### config.mk
export PLATFORM = sky130hd
export DESIGN_NAME = d_mem_bridge
export DESIGN_NICKNAME = d
export VERILOG_FILES = /design/src/rtl/d_mem_bridge.sv
export SDC_FILE = /design/constraint.sdc
export NUM_CORES = 1
export LEC_CHECK = 0
export CAP_MARGIN = 25
export CORE_ASPECT_RATIO = 0.5
export CORE_UTILIZATION = 48
export CTS_CLUSTER_DIAMETER = 40
export CTS_CLUSTER_SIZE = 40
export DETAILED_ROUTE_END_ITERATION = 10
export GPL_TIMING_DRIVEN = 0
export MAX_ROUTING_LAYER = met4
export PLACE_DENSITY = 0.78
export SYNTH_ARGS = -nofsm -noshare
export SYNTH_HDL_FRONTEND = slang
export SYNTH_SLANG_ARGS = --single-unit
### constraint.sdc
create_clock -name clk -period 2.8 [get_ports clk]
set_clock_uncertainty 0.05 [all_clocks]
set_input_delay 0.28 -clock clk [delete_from_list [all_inputs] [get_ports clk]]
set_output_delay 0.28 -clock clk [all_outputs]
set_load 0.02 [all_outputs]
### src/rtl/d_mem_bridge.sv
// d_mem_bridge: data-cache refill / posted write-through bridge to a 32-bit memory bus.
// Define D_MEM_WBUF_COALESCE_EN to merge same-address stores into the newest queued entry.
module d_mem_bridge #(
    parameter int WBUF_DEPTH  = 4,
    parameter int LINE_ADDR_W = 8
) (
    input  logic                   clk,
    input  logic                   reset,
    input  logic                   r_req_i,
    input  logic [LINE_ADDR_W-1:0] line_addr_i,
    output logic                   mem_comp_o,
    output logic [127:0]           line_data_o,
    input  logic                   w_req_i,
    input  logic [LINE_ADDR_W-1:0] w_addr_i,
    input  logic [1:0]             w_offset_i,
    input  logic [31:0]            w_data_i,
    output logic                   wbuf_full_o,
    output logic                   wbuf_overflow_o,
    output logic                   bus_req_o,
    output logic                   bus_we_o,
    output logic [LINE_ADDR_W+1:0] bus_addr_o,
    output logic [31:0]            bus_wdata_o,
    input  logic                   bus_gnt_i,
    input  logic                   bus_rvalid_i,
    input  logic [31:0]            bus_rdata_i
);

    localparam int AW = LINE_ADDR_W + 2;
    localparam int PW = $clog2(WBUF_DEPTH);
    localparam int CW = PW + 1;

    typedef enum logic [2:0] {
        IDLE,
        WR_ISSUE,
        RD_ISSUE,
        RD_WAIT,
        RD_HOLD
    } state_t;

    state_t state, state_n;

    logic [LINE_ADDR_W-1:0] wb_addr [WBUF_DEPTH];
    logic [1:0]             wb_off  [WBUF_DEPTH];
    logic [31:0]            wb_data [WBUF_DEPTH];

    logic [PW-1:0] wr_ptr, rd_ptr;
    logic [CW-1:0] count, count_n;
    logic          full, empty, pop, hit, alloc, drop;
    logic [31:0]   head_wdata;

    logic [LINE_ADDR_W-1:0] line_q, line_n;
    logic [1:0]             beat_q, beat_n;
    logic [31:0]            slot [4];

    logic          req_n, we_n, comp_n;
    logic [AW-1:0] addr_n;
    logic [31:0]   wdata_n;

    assign full  = (count == CW'(WBUF_DEPTH));
    assign empty = (count == '0);
    assign pop   = (state == WR_ISSUE) && bus_req_o && bus_gnt_i;

`ifdef D_MEM_WBUF_COALESCE_EN
    logic [PW-1:0] last_ptr;
    assign last_ptr = wr_ptr - PW'(1);
    // The head being offered on the bus must keep its data, so it is not merged.
    assign hit = !empty
              && (wb_addr[last_ptr] == w_addr_i)
              && (wb_off[last_ptr] == w_offset_i)
              && !((last_ptr == rd_ptr) && (state == WR_ISSUE));
    assign head_wdata = (w_req_i && hit && (last_ptr == rd_ptr))
                      ? w_data_i : wb_data[rd_ptr];
`else
    assign hit        = 1'b0;
    assign head_wdata = wb_data[rd_ptr];
`endif

    assign alloc   = w_req_i && !hit && (!full || pop);
    assign drop    = w_req_i && !hit && full && !pop;
    assign count_n = count + CW'(alloc) - CW'(pop);

    always_ff @(posedge clk) begin
        if (alloc) begin
            wb_addr[wr_ptr] <= w_addr_i;
            wb_off[wr_ptr]  <= w_offset_i;
            wb_data[wr_ptr] <= w_data_i;
        end
`ifdef D_MEM_WBUF_COALESCE_EN
        if (w_req_i && hit)
            wb_data[last_ptr] <= w_data_i;
`endif
    end

    always_ff @(posedge clk) begin
        if (reset) begin
            wr_ptr          <= '0;
            rd_ptr          <= '0;
            count           <= '0;
            wbuf_full_o     <= 1'b0;
            wbuf_overflow_o <= 1'b0;
        end else begin
            if (alloc)
                wr_ptr <= wr_ptr + PW'(1);
            if (pop)
                rd_ptr <= rd_ptr + PW'(1);
            count       <= count_n;
            wbuf_full_o <= (count_n == CW'(WBUF_DEPTH));
            if (drop)
                wbuf_overflow_o <= 1'b1;
        end
    end

    always_comb begin
        state_n = state;
        line_n  = line_q;
        beat_n  = beat_q;
        comp_n  = 1'b0;
        req_n   = 1'b0;
        we_n    = 1'b0;
        addr_n  = '0;
        wdata_n = '0;
        unique case (state)
            IDLE: begin
                if (r_req_i && empty) begin
                    state_n = RD_ISSUE;
                    line_n  = line_addr_i;
                    beat_n  = 2'd0;
                end else if (!empty) begin
                    state_n = WR_ISSUE;
                end
            end
            WR_ISSUE: begin
                if (bus_gnt_i)
                    state_n = IDLE;
            end
            RD_ISSUE: begin
                if (bus_gnt_i)
                    state_n = RD_WAIT;
            end
            RD_WAIT: begin
                if (bus_rvalid_i) begin
                    if (beat_q == 2'd3) begin
                        state_n = RD_HOLD;
                        comp_n  = 1'b1;
                    end else begin
                        state_n = RD_ISSUE;
                        beat_n  = beat_q + 2'd1;
                    end
                end
            end
            RD_HOLD: begin
                if (!r_req_i)
                    state_n = IDLE;
            end
            default: state_n = IDLE;
        endcase
        // Bus outputs are registered, so they are derived from the next state.
        if (state_n == WR_ISSUE) begin
            req_n   = 1'b1;
            we_n    = 1'b1;
            addr_n  = {wb_addr[rd_ptr], wb_off[rd_ptr]};
            wdata_n = head_wdata;
        end else if (state_n == RD_ISSUE) begin
            req_n  = 1'b1;
            addr_n = {line_n, beat_n};
        end
    end

    always_ff @(posedge clk) begin
        if (reset) begin
            state       <= IDLE;
            line_q      <= '0;
            beat_q      <= '0;
            bus_req_o   <= 1'b0;
            bus_we_o    <= 1'b0;
            bus_addr_o  <= '0;
            bus_wdata_o <= '0;
            mem_comp_o  <= 1'b0;
            line_data_o <= '0;
            for (int i = 0; i < 4; i++)
                slot[i] <= '0;
        end else begin
            state       <= state_n;
            line_q      <= line_n;
            beat_q      <= beat_n;
            bus_req_o   <= req_n;
            bus_we_o    <= we_n;
            bus_addr_o  <= addr_n;
            bus_wdata_o <= wdata_n;
            mem_comp_o  <= comp_n;
            if ((state == RD_WAIT) && bus_rvalid_i) begin
                slot[beat_q] <= bus_rdata_i;
                if (beat_q == 2'd3)
                    line_data_o <= {bus_rdata_i, slot[2], slot[1], slot[0]};
            end
        end
    end

endmodule

==> reports/qor.txt, run 1 <==
1st-iter DRT viols = 688
Area growth syn-to-layout = 27.36%
Fill cells = 2465
largest net degree at the start of global routing = 33
Synth Register Bits = 461
TritonRoute pass-1 iters = 5
Mapped Area = 16340 um^2
share of layout cells above drive strength 1 = 10.31%
DR vias/cell = 5.166
Simple-Gate Fraction of Synth Area = 12.94%
GP Congestion = 0.8513
Synth Area in Compound Gates = 4.779%
unrepaired setup endpoints after global routing = false
CP required = 3.22 ns
CTS sink cnt = 461
ys flop type = edfxtp_1
Initial Util = 49.08%
MaxCap Viol Count = 0
Static Leak = 7.023 nW
fin crit period = 2.631 ns
initial antenna violation count = 3
worst vdd ir = 0.5317 mV
vias = 10210
nets = 1602
Post-synth EDFFs = 264
Mapped Cells = 1203
vias in the first global route = 10560
fraction of the mapped netlist area in adder cells = 0.5821%
CTS tree = yes
post-synth net total = 1298
Final Max Tran Viols = 0
Rel. slew slack = 43.48%
drc violations = 0
mux cell area share after synthesis = 6.472%
io pins = 263
hpwl dp = 26390 um
Port Buffers = 261
first-pass GRT wire length = 58070 um
Final period util = 93.98%
Worst Max-Slew Pin Slew = 0.8478 ns
CTS H-Tree Depth = 2
Setup crit end kind = flop
die height = 132.5 um
status = finished, final reports clean
area leader, netlist = edfxtp_1
Root Driver = clkbuf_16
Core Region = 33280 um^2
top cells by area, synth = edfxtp_1, dfxtp_1, nand2_1
Overall Power = 15.20 mW
Final Core Density = 62.51%
crit-path max FO = 8
die area = 34820 um^2
post-synth top area share = 48.53%
num rows = 47
most common cell after layout, fill and taps aside = edfxtp_1
largest family of logic cells by synthesized area = simple AND/OR/NAND/NOR gates
Fmax = 380.0 MHz
critical path class = reg2reg
DRT antenna net count = 0
CTS Buf Count = 36
Synth Area in XOR/XNOR = 0.1608%
synth unique cells = 43
commonest non-fill, non-tap cells in the layout = edfxtp_1, clkdlybuf4s50_1, nand2_1
average routed wire per standard cell = 19.06 um
clock-pin slew on the worst setup and hold paths = 0.08 ns
maximum clock path buffer count = 3
Synth Area per Inst = 13.58 um^2
gr ovfl total = 0
final wirelength = 37690 um
Hold Path Class = in2reg
Syn. warnings = 0
WP data arrival = 3.05 ns
number of hold violations in the final report = 0
asr flop ratio synth = 0%
total track usage = 22.33%
DIE WIDTH = 262.9 um
crit path launch type = flop
Final setup viols = 0
clk_lat worst skew = 0.54 ns
Power Dens Cells = 730.7 nW/um^2
register area share after synthesis = 72.67%
[sequential cells by signal (all words and copies together) (netlist names), 2 cells and up, named ones only]
register and cells:
line_data_o 128, wb_data 128, slot 96, bus_wdata_o 32, wb_addr 32, bus_addr_o 10, line_q 8, wb_off 8
count 3, state 3, beat_q 2, rd_ptr 2, wr_ptr 2
[routing by layer]
metal | vias up | routed length, um | global-route usage (%)
li1 | 4802 | - | -
met1 | 5106 | 15190 | 25.73
met2 | 235 | 19930 | 39.83
met3 | 71 | 1437 | 3.760
met4 | 0 | 1124 | 7.407
met5 | - | 0 | -
[cells in the mapped netlist (4+ instances only)]
| master | n |
|---|---|
| edfxtp_1 | 264 |
| nand2_1 | 257 |
| dfxtp_1 | 197 |
| a21oi_1 | 130 |
| and2_1 | 102 |
| mux4_2 | 42 |
| clkbuf_1 | 39 |
| nor2b_1 | 33 |
| buf_2 | 29 |
| nor2_1 | 21 |
| inv_1 | 19 |
| mux2i_1 | 10 |
| o32ai_1 | 10 |
| ha_1 | 6 |
| nand2b_1 | 4 |
[metrics by stage]
step	TNS, ns	worst slack [ns]	hold WS [ns]	instance area, um^2	cells
finish	0	0.1686	0.2262	20810	1977
CTS	0	0.01183	0.2243	20770	1974
global route	0	0.007862	0.2597	20810	1977
global placement	-173.14	-1.022	0.3930	19500	1905
floorplan	0	0.04973	0.3289	16340	1203
detailed placement	-5.212	-0.6364	0.3960	19590	1909
[logic make-up after synthesis]
kind of cell,Yosys count
buf+inv,91
flops,461
fa+ha+maj,7
xor+xnor,3
compound gates,146
simple gates,442
mux,53
[final timing paths]
| check | from | to | slack (ns) | cells past startpoint |
|---|---|---|---|---|
| worst min-delay path | reset | beat_q[1]$_SDFF_PP0_ | 0.23 | 3 |
| worst max-delay path | state[0]$_SDFF_PP0_ | wbuf_full_o$_SDFF_PP0_ | 0.17 | 13 |
| worst max register to register | state[0]$_SDFF_PP0_ | wbuf_full_o$_SDFF_PP0_ | 0.17 | 13 |
| worst min register to register | line_data_o[97]$_SDFFE_PP0P_ | line_data_o[97]$_SDFFE_PP0P_ | 0.41 | 2 |
[worst max-delay path, stage by stage (launching register included)]
cell and delay, ns:
dfxtp_4 0.38, and2_1 0.20, nand3_4 0.12, a31oi_4 0.22
inv_1 0.06, ha_1 0.30, inv_1 0.06, ha_1 0.13
inv_1 0.05, fa_1 0.37, xor2_1 0.16, and2_1 0.17
nor3_2 0.13, and3b_1 0.18
[where the power goes]
part | internal [mW] | switching (mW)
sequential | 7.81 | 0.219
combinational | 0.960 | 1.15
clock | 2.57 | 2.50
total | 11.3 | 3.87
[area by class of cell]
| class | count | area [um^2] | share of cell area [%] |
|---|---|---|---|
| Tap cell | 441 | 551.8 | 2.652 |
| Clock buffer | 43 | 958.4 | 4.606 |
| Timing Repair Buffer | 266 | 2700 | 12.98 |
| Inverter | 19 | 71.32 | 0.3428 |
| Buffer | 72 | 321.6 | 1.545 |
| Antenna cell | 3 | 7.507 | 0.03608 |
| Clock inverter | 21 | 206.4 | 0.9922 |
| Multi-Input combinational cell | 651 | 4115 | 19.78 |
| Sequential cell | 461 | 11880 | 57.07 |
[repair_timing]
item,in CTS,in global routing
setup endpoints to repair,3,2
gates resized for setup,2,7
pin swaps,1,0
buffers inserted,1,0
hold buffers,0,0
gates cloned,0,0
No activity file was read; power rests on OpenSTA's default activity.
==> run 2: changes to the inputs <==
- CTS_CLUSTER_DIAMETER: 40 -> 150
==> run 2 against run 1 <==
Net effect:
- sequential share of layout area rose by 2.1 points
- fmax increased by 0.12%
- critical path depth stayed put
- clock power decreased by 41%
- die area unchanged
- sequential power about the same
- combinational power about the same
- power is 14% lower
==> reports/qor.txt, run 2 (synthesis results as in run 1) <==
Static Leak = 6.664 nW (-5.1%)
TritonRoute pass-1 iters = 5 (unchanged)
crit path launch type = flop
vias = 10090 (-1.2%)
Core Region = 33280 um^2 (unchanged)
MaxCap Viol Count = 0 (unchanged)
commonest non-fill, non-tap cells in the layout = edfxtp_1, clkdlybuf4s50_1, nand2_1
Slowest-stage cell, CP = dfxtp_2
CP Cell Sequence = nor2_2 -> nand3_4 -> a31oi_4 -> inv_1 -> ha_1 -> inv_1 -> ha_1 -> inv_1 -> fa_1 -> xor2_1 -> and2_1 -> nor3_2 -> and3b_1
status = finished, final reports clean
Setup crit end kind = flop
GP Congestion = 0.8513 (unchanged)
crit-path most repeated cell = inv_1
most common cell after layout, fill and taps aside = edfxtp_1
Worst Max-Slew Pin Slew = 0.8900 ns (+0.04224 ns)
min-delay src = reset
Power Dens Cells = 652.8 nW/um^2 (-11%)
Setup WS post-layout = 0.1717 ns (+0.003166 ns)
worst setup path startpoint = state[2]$_SDFF_PP0_
number of hold violations in the final report = 0 (unchanged)
total track usage = 21.74% (-0.58 points)
dpl ws = -0.6364 ns (unchanged)
Sequential Power Share = 61.3% (+8.5 points)
die area = 34820 um^2 (unchanged)
hpwl dp = 26390 um (unchanged)
WP data arrival = 3.06 ns (about the same)
Final Max Tran Viols = 0 (unchanged)
cells on worst reg2reg path = 13 (unchanged)
Max stage delay on crit path = 0.38 ns (about the same)
worst vdd ir = 0.4172 mV (-22%)
hold buffer count at CTS = 0 (unchanged)
fin crit period = 2.628 ns (-0.003166 ns)
maximum clock path buffer count = 3 (unchanged)
final wirelength = 37050 um (-1.7%)
average routed wire per standard cell = 19.12 um (+0.29%)
Finished Cell Area = 20070 um^2 (-3.5%)
Port Buffers = 261 (unchanged)
clk_lat worst skew = 0.53 ns (about the same)
gr ovfl total = 0 (unchanged)
Post-DP Area = 19590 um^2 (unchanged)
CTS tree = yes
initial antenna violation count = 3 (unchanged)
Crit Reg-Reg Startpoint = state[2]$_SDFF_PP0_
logic gate share of total power = 16.1% (+2.2 points)
1st-iter DRT viols = 729 (+6.0%)
Root Driver = clkbuf_16
routed wl met3 = 1278 um (-11%)
drc violations = 0 (unchanged)
nets = 1581 (-1.3%)
die height = 132.5 um (unchanged)
total negative slack = 0 ns (unchanged)
Internal Power = 9.820 mW (-13%)
Final setup viols = 0 (unchanged)
vias in the first global route = 10370 (-1.8%)
DRT antenna net count = 0 (unchanged)
Final period util = 93.87% (-0.11 points)
CTS Buf Count = 15 (-58%)
sw frac = 25.04% (-0.38 points)
first-pass GRT wire length = 56800 um (-2.2%)
Clk pwr share = 22.7% (-11 points)
R2R Setup Slk = 0.17 ns (about the same)
Top Layer Used = met4
wl on met1 = 15010 um (-1.2%)
io pins = 263 (unchanged)
Fmax = 380.5 MHz (+0.12%)
Hold Path Class = in2reg
Area growth syn-to-layout = 22.85%
CP endpoint = wbuf_full_o$_SDFF_PP0_
Initial Util = 49.08% (unchanged)
num rows = 47 (unchanged)
CTS H-Tree Depth = 1 (-1)
largest net degree at the start of global routing = 42 (+27%)
Top Registers = line_data_o x128, wb_data x128, slot x96
CP required = 3.23 ns (about the same)
Rel. slew slack = 40.66% (-2.8 points)
CTS sink cnt = 461 (unchanged)
DIE WIDTH = 262.9 um (unchanged)
share of layout cells above drive strength 1 = 7.898% (-2.4 points)
clock-pin slew on the worst setup and hold paths = 0.14 ns (+0.06 ns)
sw power = 3.280 mW (-15%)
RR Endpoint = wbuf_full_o$_SDFF_PP0_
DR vias/cell = 5.205 (+0.75%)
crit-path max FO = 8 (unchanged)
critical path class = reg2reg
unrepaired setup endpoints after global routing = false
met2 WL = 19560 um (-1.9%)
run 2: routing by layer:
| metal | global-route usage (%) | vias up |
|---|---|---|
| li1 | - | 4727 |
| met4 | 7.407 | 0 |
| met3 | 2.606 | 61 |
| met5 | - | - |
| met1 | 25.68 | 5056 |
| met2 | 38.82 | 244 |
run 2: layout make-up:
| type | instances | area [um^2] |
|---|---|---|
| Multi-Input combinational cell | 651 | 4110 |
| Fill cell | 2538 | 13220 |
| Clock inverter | 1 | 20.02 |
| Inverter | 19 | 71.32 |
| Buffer | 72 | 321.6 |
| Antenna cell | 3 | 7.507 |
| Sequential cell | 461 | 11880 |
| Clock buffer | 24 | 409.1 |
| Tap cell | 441 | 551.8 |
| Timing Repair Buffer | 266 | 2700 |
run 2: worst min path at each step:
stage / cells past startpoint / endpoint / slack (ns)
finish: 3 / beat_q[1]$_SDFF_PP0_ / 0.18
global route: 3 / beat_q[1]$_SDFF_PP0_ / 0.21
CTS: 3 / beat_q[1]$_SDFF_PP0_ / 0.17
detailed placement: 2 / line_data_o[76]$_SDFFE_PP0P_ / 0.40
global placement: 2 / line_data_o[120]$_SDFFE_PP0P_ / 0.39
floorplan: 0 / wb_addr[0][0]$_DFFE_PP_ / 0.33
run 2: what timing repair did:
item                       in CTS  in global routing
resized for setup               3                  7
setup endpoints to repair       3                  2
setup buffers                   1                  0
pin swaps                       1                  0
run 2: critical path, delay by kind of cell (launching register included):
kind | cells | cell delay [ns]
buffers and inverters | 3 | 0.17
XOR/XNOR | 1 | 0.16
AND/OR/NAND/NOR | 5 | 0.80
AO/OA/AOI/OAI | 1 | 0.22
adder cells (fa/ha/maj) | 3 | 0.79
flip-flops | 1 | 0.38
run 2: per-stage QoR:
| step | power [mW] | hold slack, ns | instances | util, % |
|---|---|---|---|---|
| after detailed placement | 10.28 | 0.3960 | 1909 | 58.85 |
| after floorplan | 9.283 | 0.3289 | 1203 | - |
| after global routing | 13.61 | 0.2062 | 1938 | 60.30 |
| final | 13.10 | 0.1837 | 1938 | 60.30 |
| after CTS | 13.18 | 0.1728 | 1935 | 60.21 |
| after global placement | 10.16 | 0.3930 | 1905 | 58.59 |
run 2: power groups by stage:
| stage | logic, mW | registers (mW) | clock network (mW) |
|---|---|---|---|
| finish | 2.11 | 8.03 | 2.97 |
| global route | 2.26 | 8.08 | 3.27 |
| CTS | 2.12 | 8.03 | 3.04 |
| detailed placement | 2.10 | 8.17 | 0 |
| global placement | 2.01 | 8.16 | 0 |
| floorplan | 0.913 | 8.37 | 0 |
==> run 3: changes to the inputs <==
- SLEW_MARGIN: unset -> 20
==> run 3 against run 2 <==
Net effect:
- non-clock buffer count shrank 4
- largest cell class unchanged
- combinational power shrank 2%
- die area unchanged
- critical path depth unchanged
- worst hold slack worse by 0.0096 ns
==> reports/qor.txt, run 3 (synthesis results as in run 1) <==
status = finished, final reports clean
dpl ws = -0.6353 ns (+0.001114 ns)
vias = 10050 (-0.39%)
Final setup viols = 0 (unchanged)
hpwl dp = 25770 um (-2.3%)
DRT antenna net count = 0 (unchanged)
initial antenna violation count = 2 (-1)
fin crit period = 2.704 ns (+0.07553 ns)
Setup WS post-layout = 0.09620 ns (-0.07553 ns)
clk_lat worst skew = 0.54 ns (about the same)
crit path launch type = flop
nets = 1577 (-0.25%)
CP required = 3.24 ns (about the same)
Fill cells = 2543 (+0.20%)
CTS sink cnt = 461 (unchanged)
sw power = 3.303 mW (+0.69%)
Finished Cell Area = 20010 um^2 (-0.31%)
Static Leak = 6.638 nW (-0.39%)
first-pass GRT wire length = 56830 um (about the same)
Cell Count, Final, Fillers Out = 1934 (-0.21%)
Clk pwr share = 22.9% (+0.2 points)
io pins = 263 (unchanged)
hold buffer count at CTS = 0 (unchanged)
clock-pin slew on the worst setup and hold paths = 0.14 ns (about the same)
average routed wire per standard cell = 19.17 um (+0.27%)
most common cell after layout, fill and taps aside = edfxtp_1
Rel. slew slack = 40.72% (+0.054 points)
Post-DP Area = 19510 um^2 (-0.38%)
Hold Path Class = in2reg
Final Max Tran Viols = 0 (unchanged)
sw frac = 25.20% (+0.16 points)
DP Cell Count = 1905 (-0.21%)
die height = 132.5 um (unchanged)
maximum clock path buffer count = 3 (unchanged)
largest net degree at the start of global routing = 43 (+2.4%)
num rows = 47 (unchanged)
DIE WIDTH = 262.9 um (unchanged)
Final period util = 96.56% (+2.7 points)
Hold WS = 0.1742 ns (-0.009554 ns)
total track usage = 21.67% (-0.074 points)
Power Dens Cells = 655.2 nW/um^2 (+0.37%)
commonest non-fill, non-tap cells in the layout = edfxtp_1, clkdlybuf4s50_1, nand2_1
TritonRoute pass-1 iters = 7 (+2)
Internal Power = 9.806 mW (-0.15%)
Final Core Density = 60.11% (-0.18 points)
FF+latch area = 11880 um^2 (unchanged)
critical path class = reg2reg
Worst Max-Slew Pin Slew = 0.8892 ns (-0.0008048 ns)
gr ovfl total = 0 (unchanged)
CTS H-Tree Depth = 1 (unchanged)
total negative slack = 0 ns (unchanged)
Fmax = 369.9 MHz (-2.8%)
vias in the first global route = 10340 (-0.28%)
CTS tree = yes
Initial Util = 49.08% (unchanged)
Sequential Power Share = 61.3% (about the same)
Setup crit end kind = flop
worst vdd ir = 0.4132 mV (-0.97%)
MaxCap Viol Count = 0 (unchanged)
drc violations = 0 (unchanged)
die area = 34820 um^2 (unchanged)
1st-iter DRT viols = 603 (-17%)
WP data arrival = 3.15 ns (+0.09 ns)
Top Registers = line_data_o x128, wb_data x128, slot x96
final wirelength = 37070 um (about the same)
Core Region = 33280 um^2 (unchanged)
DR vias/cell = 5.196 (-0.18%)
crit-path max FO = 8 (unchanged)
GP Congestion = 0.8513 (unchanged)
Overall Power = 13.11 mW (about the same)
Port Buffers = 261 (unchanged)
share of layout cells above drive strength 1 = 7.780% (-0.12 points)
multi-input combinational cell area = 4123 um^2 (+0.30%)
CTS Buf Count = 15 (unchanged)
Area growth syn-to-layout = 22.47%
logic gate share of total power = 15.8% (-0.3 points)
number of hold violations in the final report = 0 (unchanged)
Root Driver = clkbuf_16
-- run 3: cell types whose count changed in the layout (fill, tap and decap cells not counted) --
cell,previous run,this run
and2_2,4,0
and2_4,1,5
buf_12,4,0
diode_2,3,2
inv_6,0,1
xor2_1,3,2
xor2_2,0,1
-- run 3: path summary, 6_finish.rpt --
path | from | to | slack, ns | cells past startpoint
worst max-delay path | state[2]$_SDFF_PP0_ | wbuf_full_o$_SDFF_PP0_ | 0.1 | 13
worst min-delay path | reset | beat_q[1]$_SDFF_PP0_ | 0.17 | 3
worst max register to register | state[2]$_SDFF_PP0_ | wbuf_full_o$_SDFF_PP0_ | 0.1 | 13
worst min register to register | line_data_o[76]$_SDFFE_PP0P_ | line_data_o[76]$_SDFFE_PP0P_ | 0.41 | 2
-- run 3: power groups by stage --
stage | Combinational, mW | Sequential (mW) | Clock [mW]
finish | 2.07 | 8.03 | 3.00
global route | 2.22 | 8.09 | 3.31
CTS | 2.08 | 8.03 | 3.08
detailed placement | 2.06 | 8.18 | 0
global placement | 2.01 | 8.16 | 0
floorplan | 0.913 | 8.37 | 0
-- run 3: cell type report --
class                   instances  area share, %
repair buffers                262          13.09
inverters                      19         0.3565
flip-flops and latches        461          59.36
plain buffers                  72          1.607
clock inverters                 2         0.1438
clock buffers                  24          2.045
multi-input cells             651          20.61
well taps                     441          2.758
diodes                          2        0.02501
-- run 3: repair_timing --
| action | CTS | global route |
|---|---|---|
| endpoints found under the setup margin | 3 | 34 |
| gates resized for setup | 3 | 8 |
| cloned | 0 | 0 |
| pin swaps | 1 | 0 |
| setup buffers | 1 | 0 |
-- run 3: layer usage --
metal	global-route usage (%)	wire length (um)
met5	-	0
met4	6.693	1139
met3	2.866	1330
met2	39.23	19520
met1	25.22	15090
-- run 3: critical path, stage by stage, from the launching register on --
cell and delay, ns:
dfxtp_2 0.39, nor2_2 0.20, nand3_4 0.13, a31oi_4 0.21, inv_1 0.06, ha_1 0.30, inv_1 0.07, ha_1 0.14
inv_1 0.05, fa_1 0.41, xor2_2 0.18, and2_1 0.18, nor3_2 0.13, and3b_1 0.17
